--- src/rtl/nmea_frame_ctrl.sv ---
//------------------------------------------------------------------------------
// nmea_frame_ctrl : captures one NMEA sentence, verifies its XOR checksum and
//                   replays accepted sentences byte by byte to the parser.
// Revision        : 1.0
//------------------------------------------------------------------------------
`default_nettype none

module nmea_frame_ctrl #(
  parameter int BUF_DEPTH   = 96,
  parameter int TIMEOUT_CYC = 50_000_000
) (
  input  logic        clk,
  input  logic        rst,
  input  logic [7:0]  rx_data,
  input  logic        rx_valid,
  output logic [7:0]  p_data,
  output logic        p_valid,
  output logic [15:0] ok_cnt,
  output logic [15:0] err_cnt,
  output logic        stale,
  output logic        busy,
  output logic [2:0]  state_o
);

  localparam int IDX_W = $clog2(BUF_DEPTH);
  localparam int LEN_W = $clog2(BUF_DEPTH + 1);
  localparam int TMR_W = $clog2(TIMEOUT_CYC + 1);

  localparam logic [LEN_W-1:0] c_depth   = LEN_W'(BUF_DEPTH);
  localparam logic [TMR_W-1:0] c_timeout = TMR_W'(TIMEOUT_CYC);
  localparam logic [7:0]       c_dollar  = 8'h24;
  localparam logic [7:0]       c_star    = 8'h2A;
  localparam logic [7:0]       c_lf      = 8'h0A;

  typedef enum logic [2:0] {
    S_IDLE    = 3'd0,
    S_CAPTURE = 3'd1,
    S_CS_HI   = 3'd2,
    S_CS_LO   = 3'd3,
    S_CHECK   = 3'd4,
    S_REPLAY  = 3'd5,
    S_DROP    = 3'd6
  } state_t;

  state_t           state_q, state_d;
  logic [LEN_W-1:0] len_q, len_d;
  logic [LEN_W-1:0] rd_q, rd_d;
  logic [7:0]       xor_q, xor_d;
  logic [7:0]       cs_q, cs_d;
  logic             pend_q, pend_d;
  logic             p_valid_q, p_valid_d;
  logic [7:0]       p_data_q, p_data_d;
  logic [15:0]      ok_cnt_q, ok_cnt_d;
  logic [15:0]      err_cnt_q, err_cnt_d;
  logic [TMR_W-1:0] timer_q, timer_d;
  logic             stale_q, stale_d;
  logic             busy_q, busy_d;

  logic [7:0]       mem_q [BUF_DEPTH];

  logic             w_we;
  logic [IDX_W-1:0] w_waddr;
  logic [7:0]       w_wdata;
  logic             w_restart;
  logic             w_ok_inc;
  logic             w_err_inc;
  logic             w_match;
  logic             w_is_dollar;
  logic             w_hex_ok;
  logic [3:0]       w_hex_val;

  always_comb begin
    w_hex_ok  = 1'b0;
    w_hex_val = 4'h0;
    if (rx_data >= 8'h30 && rx_data <= 8'h39) begin
      w_hex_ok  = 1'b1;
      w_hex_val = rx_data[3:0];
    end else if ((rx_data >= 8'h41 && rx_data <= 8'h46) ||
                 (rx_data >= 8'h61 && rx_data <= 8'h66)) begin
      w_hex_ok  = 1'b1;
      w_hex_val = rx_data[3:0] + 4'd9;
    end
  end

  always_comb begin
    state_d     = state_q;
    len_d       = len_q;
    rd_d        = rd_q;
    xor_d       = xor_q;
    cs_d        = cs_q;
    pend_d      = pend_q;
    p_valid_d   = 1'b0;
    p_data_d    = p_data_q;
    w_we        = 1'b0;
    w_waddr     = IDX_W'(len_q);
    w_wdata     = rx_data;
    w_restart   = 1'b0;
    w_ok_inc    = 1'b0;
    w_err_inc   = 1'b0;
    w_match     = 1'b0;
    w_is_dollar = rx_valid && (rx_data == c_dollar);

    case (state_q)
      S_IDLE: begin
        if (w_is_dollar) w_restart = 1'b1;
      end
      S_CAPTURE: begin
        if (w_is_dollar) begin
          w_err_inc = 1'b1;
          w_restart = 1'b1;
        end else if (rx_valid && len_q == c_depth) begin
          w_err_inc = 1'b1;
          state_d   = S_DROP;
        end else if (rx_valid) begin
          w_we  = 1'b1;
          len_d = len_q + LEN_W'(1);
          if (rx_data == c_star) state_d = S_CS_HI;
          else                   xor_d   = xor_q ^ rx_data;
        end
      end
      S_CS_HI, S_CS_LO: begin
        if (rx_valid && w_hex_ok) begin
          if (state_q == S_CS_HI) begin
            cs_d    = {w_hex_val, 4'h0};
            state_d = S_CS_LO;
          end else begin
            cs_d    = {cs_q[7:4], w_hex_val};
            state_d = S_CHECK;
          end
        end else if (rx_valid) begin
          w_err_inc = 1'b1;
          if (w_is_dollar) w_restart = 1'b1;
          else             state_d   = S_DROP;
        end
      end
      S_CHECK: begin
        if (w_is_dollar) pend_d = 1'b1;
        if (xor_q == cs_q) begin
          w_ok_inc  = 1'b1;
          w_match   = 1'b1;
          state_d   = S_REPLAY;
          rd_d      = LEN_W'(1);
          p_valid_d = 1'b1;
          p_data_d  = mem_q[0];
        end else begin
          w_err_inc = 1'b1;
          pend_d    = 1'b0;
          state_d   = S_IDLE;
        end
      end
      S_REPLAY: begin
        if (rd_q < len_q) begin
          p_valid_d = 1'b1;
          p_data_d  = mem_q[IDX_W'(rd_q)];
          rd_d      = rd_q + LEN_W'(1);
          if (w_is_dollar) pend_d = 1'b1;
        end else begin
          // A '$' seen during check/replay (or on this last cycle) opens the next sentence.
          pend_d = 1'b0;
          if (pend_q || w_is_dollar) w_restart = 1'b1;
          else                       state_d   = S_IDLE;
        end
      end
      S_DROP: begin
        if (w_is_dollar)                         w_restart = 1'b1;
        else if (rx_valid && rx_data == c_lf)    state_d   = S_IDLE;
      end
      default: state_d = S_IDLE;
    endcase

    if (w_restart) begin
      w_we    = 1'b1;
      w_waddr = '0;
      w_wdata = c_dollar;
      len_d   = LEN_W'(1);
      xor_d   = 8'h00;
      state_d = S_CAPTURE;
    end

    ok_cnt_d  = (w_ok_inc  && ok_cnt_q  != 16'hFFFF) ? ok_cnt_q  + 16'd1 : ok_cnt_q;
    err_cnt_d = (w_err_inc && err_cnt_q != 16'hFFFF) ? err_cnt_q + 16'd1 : err_cnt_q;

    if (w_match)                    timer_d = '0;
    else if (timer_q == c_timeout)  timer_d = timer_q;
    else                            timer_d = timer_q + TMR_W'(1);
    stale_d = (timer_d == c_timeout);
    busy_d  = (state_d != S_IDLE);
  end

  always_ff @(posedge clk) begin
    if (!rst) begin
      state_q   <= S_IDLE;
      len_q     <= '0;
      rd_q      <= '0;
      xor_q     <= 8'h00;
      cs_q      <= 8'h00;
      pend_q    <= 1'b0;
      p_valid_q <= 1'b0;
      p_data_q  <= 8'h00;
      ok_cnt_q  <= 16'h0000;
      err_cnt_q <= 16'h0000;
      timer_q   <= c_timeout;
      stale_q   <= 1'b1;
      busy_q    <= 1'b0;
    end else begin
      state_q   <= state_d;
      len_q     <= len_d;
      rd_q      <= rd_d;
      xor_q     <= xor_d;
      cs_q      <= cs_d;
      pend_q    <= pend_d;
      p_valid_q <= p_valid_d;
      p_data_q  <= p_data_d;
      ok_cnt_q  <= ok_cnt_d;
      err_cnt_q <= err_cnt_d;
      timer_q   <= timer_d;
      stale_q   <= stale_d;
      busy_q    <= busy_d;
    end
  end

  // Sentence storage carries no reset; only indices below len are ever read.
  always_ff @(posedge clk) begin
    if (w_we) mem_q[w_waddr] <= w_wdata;
  end

  assign p_data  = p_data_q;
  assign p_valid = p_valid_q;
  assign ok_cnt  = ok_cnt_q;
  assign err_cnt = err_cnt_q;
  assign stale   = stale_q;
  assign busy    = busy_q;
  assign state_o = state_q;

endmodule

`default_nettype wire

--- config.mk ---
export PLATFORM = sky130hd
export DESIGN_NAME = nmea_frame_ctrl
export DESIGN_NICKNAME = d
export VERILOG_FILES = /design/src/rtl/nmea_frame_ctrl.sv
export SDC_FILE = /design/constraint.sdc
export NUM_CORES = 1
export LEC_CHECK = 0
export CELL_PAD_IN_SITES_DETAIL_PLACEMENT = 0
export CELL_PAD_IN_SITES_GLOBAL_PLACEMENT = 1
export CORE_ASPECT_RATIO = 1.1
export CORE_MARGIN = 4
export CORE_UTILIZATION = 25
export DETAILED_ROUTE_END_ITERATION = 10
export GPL_TIMING_DRIVEN = 1
export HOLD_SLACK_MARGIN = 0.08
export PLACE_DENSITY = 0.41
export SLEW_MARGIN = 40
export SYNTH_ARGS = -nofsm -noshare
export SYNTH_HDL_FRONTEND = slang
export SYNTH_SLANG_ARGS = --single-unit
--- constraint.sdc ---
create_clock -name clk -period 13.3 [get_ports clk]
set_input_delay 2.66 -clock clk [delete_from_list [all_inputs] [get_ports clk]]
set_output_delay 2.66 -clock clk [all_outputs]
set_load 0.005 [all_outputs]
==> run summary <==
The average via count per standard cell is 4.66, and the count of flip-flops with a built-in enable after synthesis is 768. The worst hold path begins at cs_q[1]$_SDFFE_PN0P_. The die covers 148000 µm².

The class of the tightest hold or removal check was register to register. Post-CTS timing repair inserted 0 buffers for setup. The final count of hold timing violations was 0; the clock latency on the worst-skew pair was 0.71 ns. The tools report the number of buffers added by the clock tree synthesis step as 98. The number of top-level design ports came out at 57. The cell area that synthesis handed to floorplanning was 35400 µm². Fill cells in the final layout number 13800.

Of the post-synthesis cell area, the dominant cell type holds 65.1%. After detailed routing, the average wire length per cell comes to 26.5 µm. The number of global-route vias before repair was 19800.

The critical path in this run is classified as primary input to register. Kind of end point of the critical path: a register. The tools report the net count after synthesis as 2034. Gates resized during post-CTS repair numbered 0.

In this run switching power makes up 21.0% of total power. The number of max-slew violations in the final report was 0. Cells with a size suffix above 1 make up 21.9% of the layout. The number of hold-repair buffers added at the cts stage was 0; the required arrival time at the worst endpoint was 13.69 ns. TritonCTS built the clock tree. The most common cell in the synthesized netlist is edfxtp_1. Horizontal die dimension: 367 µm. Sink of the worst hold path: cs_q[1]$_SDFFE_PN0P_. The die is 403 µm tall.

The flow ran to the end, and the final reports show no timing, DRC or antenna violations. The maximum fanout count along the critical path was 56; the count of max-cap constraint violations was 0. The detailed router's first-iteration violation count was 1434. The detailed placement HPWL was 68500 µm; the count of warnings emitted by yosys was 0.

Sorting the synthesized cells by area gives the leading types as edfxtp_1 (65%), mux4_2 (14%), dfxtp_1 (6.2%). For this run, design rule violations remaining after detail routing come to 0. The netlist uses 66 different library cells. The worst register-to-register path has a setup slack of 8.91 ns. The sequential fraction of the synthesis area is 71.3%. Wires add up to 106000 µm. The logs give 151000 µm for the wire length of the first global-routing pass and 69 for the pin count of the biggest net entering global routing. Counting flops and latches in the post-synthesis netlist gives 878.

The total power divided by cell area was 137 nW/µm²; the clock-pin slew on the worst setup and hold paths was 0.06 ns. Port buffering added 56 buffers. Routability-driven placement finished with a final weighted congestion of 0.755. The run gives 0 as the residual antenna-violating net count after detailed routing.

The first detailed-routing pass took 5 iterations. Setup repair after global routing left no endpoint under its margin. The gate count after technology mapping is 2006. The number of antenna violations at the first check in global routing was 7.

Most used flip-flop cell after synthesis: edfxtp_1. The worst setup path is launched from a primary input. The tree is rooted in a clkbuf_16. The initialized floorplan defines 144 standard-cell rows.

Per report_power, the clock group accounts for 46.2% of the total. Total number of vias: 18700. The floorplan step defined a core boundary enclosing 140000 µm².

Across the routed clock network, the largest skew measured is 0.0407 ns. The commonest cells after synthesis are edfxtp_1 (768), mux4_2 (221), nor2_1 (175), dfxtp_1 (110), nand2_1 (94). Top cell type by total area after synthesis: edfxtp_1. For the final routed database, the setup TNS stands at 0 ns. The clock tree synthesis step divided the H-tree into 3 levels.

The tools report the endpoint arrival time on the critical path as 6.81 ns. Of the available clock period, the critical path in the final layout requires 48.2%. For this run the aggregate overflow at the end of global routing stands at 0. The logs give 0.00450 W for the internal power and 14.2% for the global-route total usage across every layer. The endpoint identified for the worst register-to-register timing path is p_data[5]$_SDFFE_PN0P_.

The share of async-settable or async-resettable flops after synthesis was 0%; the highest attainable clock frequency was 0.156 GHz. IR analysis of the VDD net gives a maximum drop of 0.0000791 V. For this design the total switching power over the nets is 0.00120 W.

For the TritonCTS sink count, the log shows 878. The tools report the initial standard-cell utilization of the core as 25.2%. The cell depth of the worst flop-to-flop path is 9, and the cell count of the worst hold path is 2.

Registers are responsible for 52.5% of the overall power. The final cell utilization of the core is 29.6%. The final layout contains 2132 nets. The mean instance size in the synthesized netlist came out at 17.7 µm². The logs give 0 for the total setup violations reported at the end of the flow and 41.5% for the relative max-transition margin. The shortest clock period the worst path allows after layout was 6.42 ns. For this design the static power due to leakage is 12.4 nW. At the pin with the least slew margin, the transition time is 0.855 ns.

Combinational fraction of design power: 1.3%. The area growth from synthesis to layout is 17.3%. The run gives 3 as the maximum clock path buffer count.
==> metal layers <==
metal / global-route usage, % / up-vias / routed length (µm)
met5: 0 / - / 23
met4: 4.57 / 4 / 2770
met3: 2.43 / 146 / 4530
met2: 24.1 / 422 / 52700
met1: 18.5 / 9895 / 46100
li1: - / 8221 / -
==> cell usage in the layout (no fill, tap or decap), types with 15 or more instances in the layout <==
| cell type | netlist | layout |
|---|---|---|
| clkdlybuf4s50_1 | 0 | 56 |
| clkbuf_1 | 56 | 15 |
| edfxtp_1 | 768 | 768 |
| inv_1 | 19 | 18 |
| mux4_2 | 221 | 221 |
| o21ai_0 | 29 | 27 |
| ha_1 | 17 | 17 |
| nor2_2 | 0 | 23 |
| nand3_1 | 56 | 54 |
| xnor2_1 | 36 | 36 |
| nor4_1 | 18 | 15 |
| nor2_1 | 175 | 149 |
| nand4_1 | 21 | 21 |
| xor2_1 | 41 | 41 |
| nor3_1 | 43 | 35 |
| dfxtp_1 | 110 | 105 |
| mux2i_1 | 24 | 24 |
| a21oi_1 | 37 | 32 |
| a211oi_1 | 17 | 17 |
| buf_4 | 7 | 34 |
| clkinv_1 | 1 | 26 |
| clkinv_2 | 0 | 20 |
| clkbuf_16 | 0 | 100 |
| nor2b_1 | 20 | 20 |
| and3_1 | 17 | 17 |
| nand2_1 | 94 | 93 |
| nand2b_1 | 21 | 19 |
==> power groups by stage <==
stage / logic (W) / registers (W) / clock network, W
2_1_floorplan: 0.0000289 / 0.00305 / 0
3_3_place_gp: 0.0000747 / 0.00305 / 0
3_5_place_dp: 0.0000771 / 0.00305 / 0
4_1_cts: 0.0000768 / 0.00299 / 0.00273
5_1_grt: 0.0000799 / 0.00299 / 0.00284
6_report: 0.0000731 / 0.00299 / 0.00263
==> cell families after synthesis <==
logic type,share of synthesized area [%]
fa+ha+maj,0.601
compound gates,2.75
xor+xnor,1.90
mux,14.9
buf+inv,1.49
simple gates,7.00
flops,71.3
==> final cells by class <==
class                      instances  area (µm²)  share of cell area (%)
tap                             1825        2280                    5.50
clock inverter                    62         499                    1.20
multi-input combinational       1004        9870                    23.7
inverter                          21        78.8                   0.190
clock buffer                     116        2570                    6.19
timing repair buffer             101         966                    2.32
sequential                       878       25300                    60.8
antenna                            2        5.00                  0.0120
==> critical path, cell delays in order <==
cell	delay, ns
clkdlybuf4s50_1	0.55
inv_1	0.23
ha_1	0.25
or3b_2	0.45
and4_1	0.25
or2_2	0.34
a22o_1	0.20
a22o_2	0.46
nand2b_4	0.56
buf_4	0.69
==> worst max-delay path by stage <==
stage / start / endpoint / depth (start not counted)
after floorplan: rx_data[2] / mem_q[0][0]$_DFFE_PP_ / 7
after detailed placement: rx_data[0] / mem_q[46][5]$_DFFE_PP_ / 10
final: rx_data[0] / mem_q[40][5]$_DFFE_PP_ / 10
after global routing: rx_data[0] / mem_q[90][7]$_DFFE_PP_ / 10
after CTS: rx_data[0] / mem_q[94][5]$_DFFE_PP_ / 10
after global placement: rx_data[0] / mem_q[40][7]$_DFFE_PP_ / 10
==> flip-flops by register name, summed over array words and instances (netlist names), 3 cells and up, named ones only <==
name / flops
cs_q: 8
err_cnt: 16
len_q: 7
mem_q: 768
ok_cnt: 16
p_data: 8
rd_q: 7
state_o: 3
timer_q: 26
xor_q: 8
==> per-stage QoR <==
stage / instance area [µm²] / cells / hold WS (ns) / setup slack [ns] / power (W)
after floorplan: 35400 / 2006 / 0.443 / 6.41 / 0.00308
after global placement: 38200 / 3825 / 0.458 / 5.96 / 0.00313
after detailed placement: 38400 / 3829 / 0.460 / 6.17 / 0.00313
after CTS: 41500 / 4007 / 0.469 / 6.94 / 0.00580
after global routing: 41500 / 4007 / 0.486 / 6.73 / 0.00591
final: 41600 / 4009 / 0.465 / 6.88 / 0.00570
No activity file was read; power rests on OpenSTA's default activity.
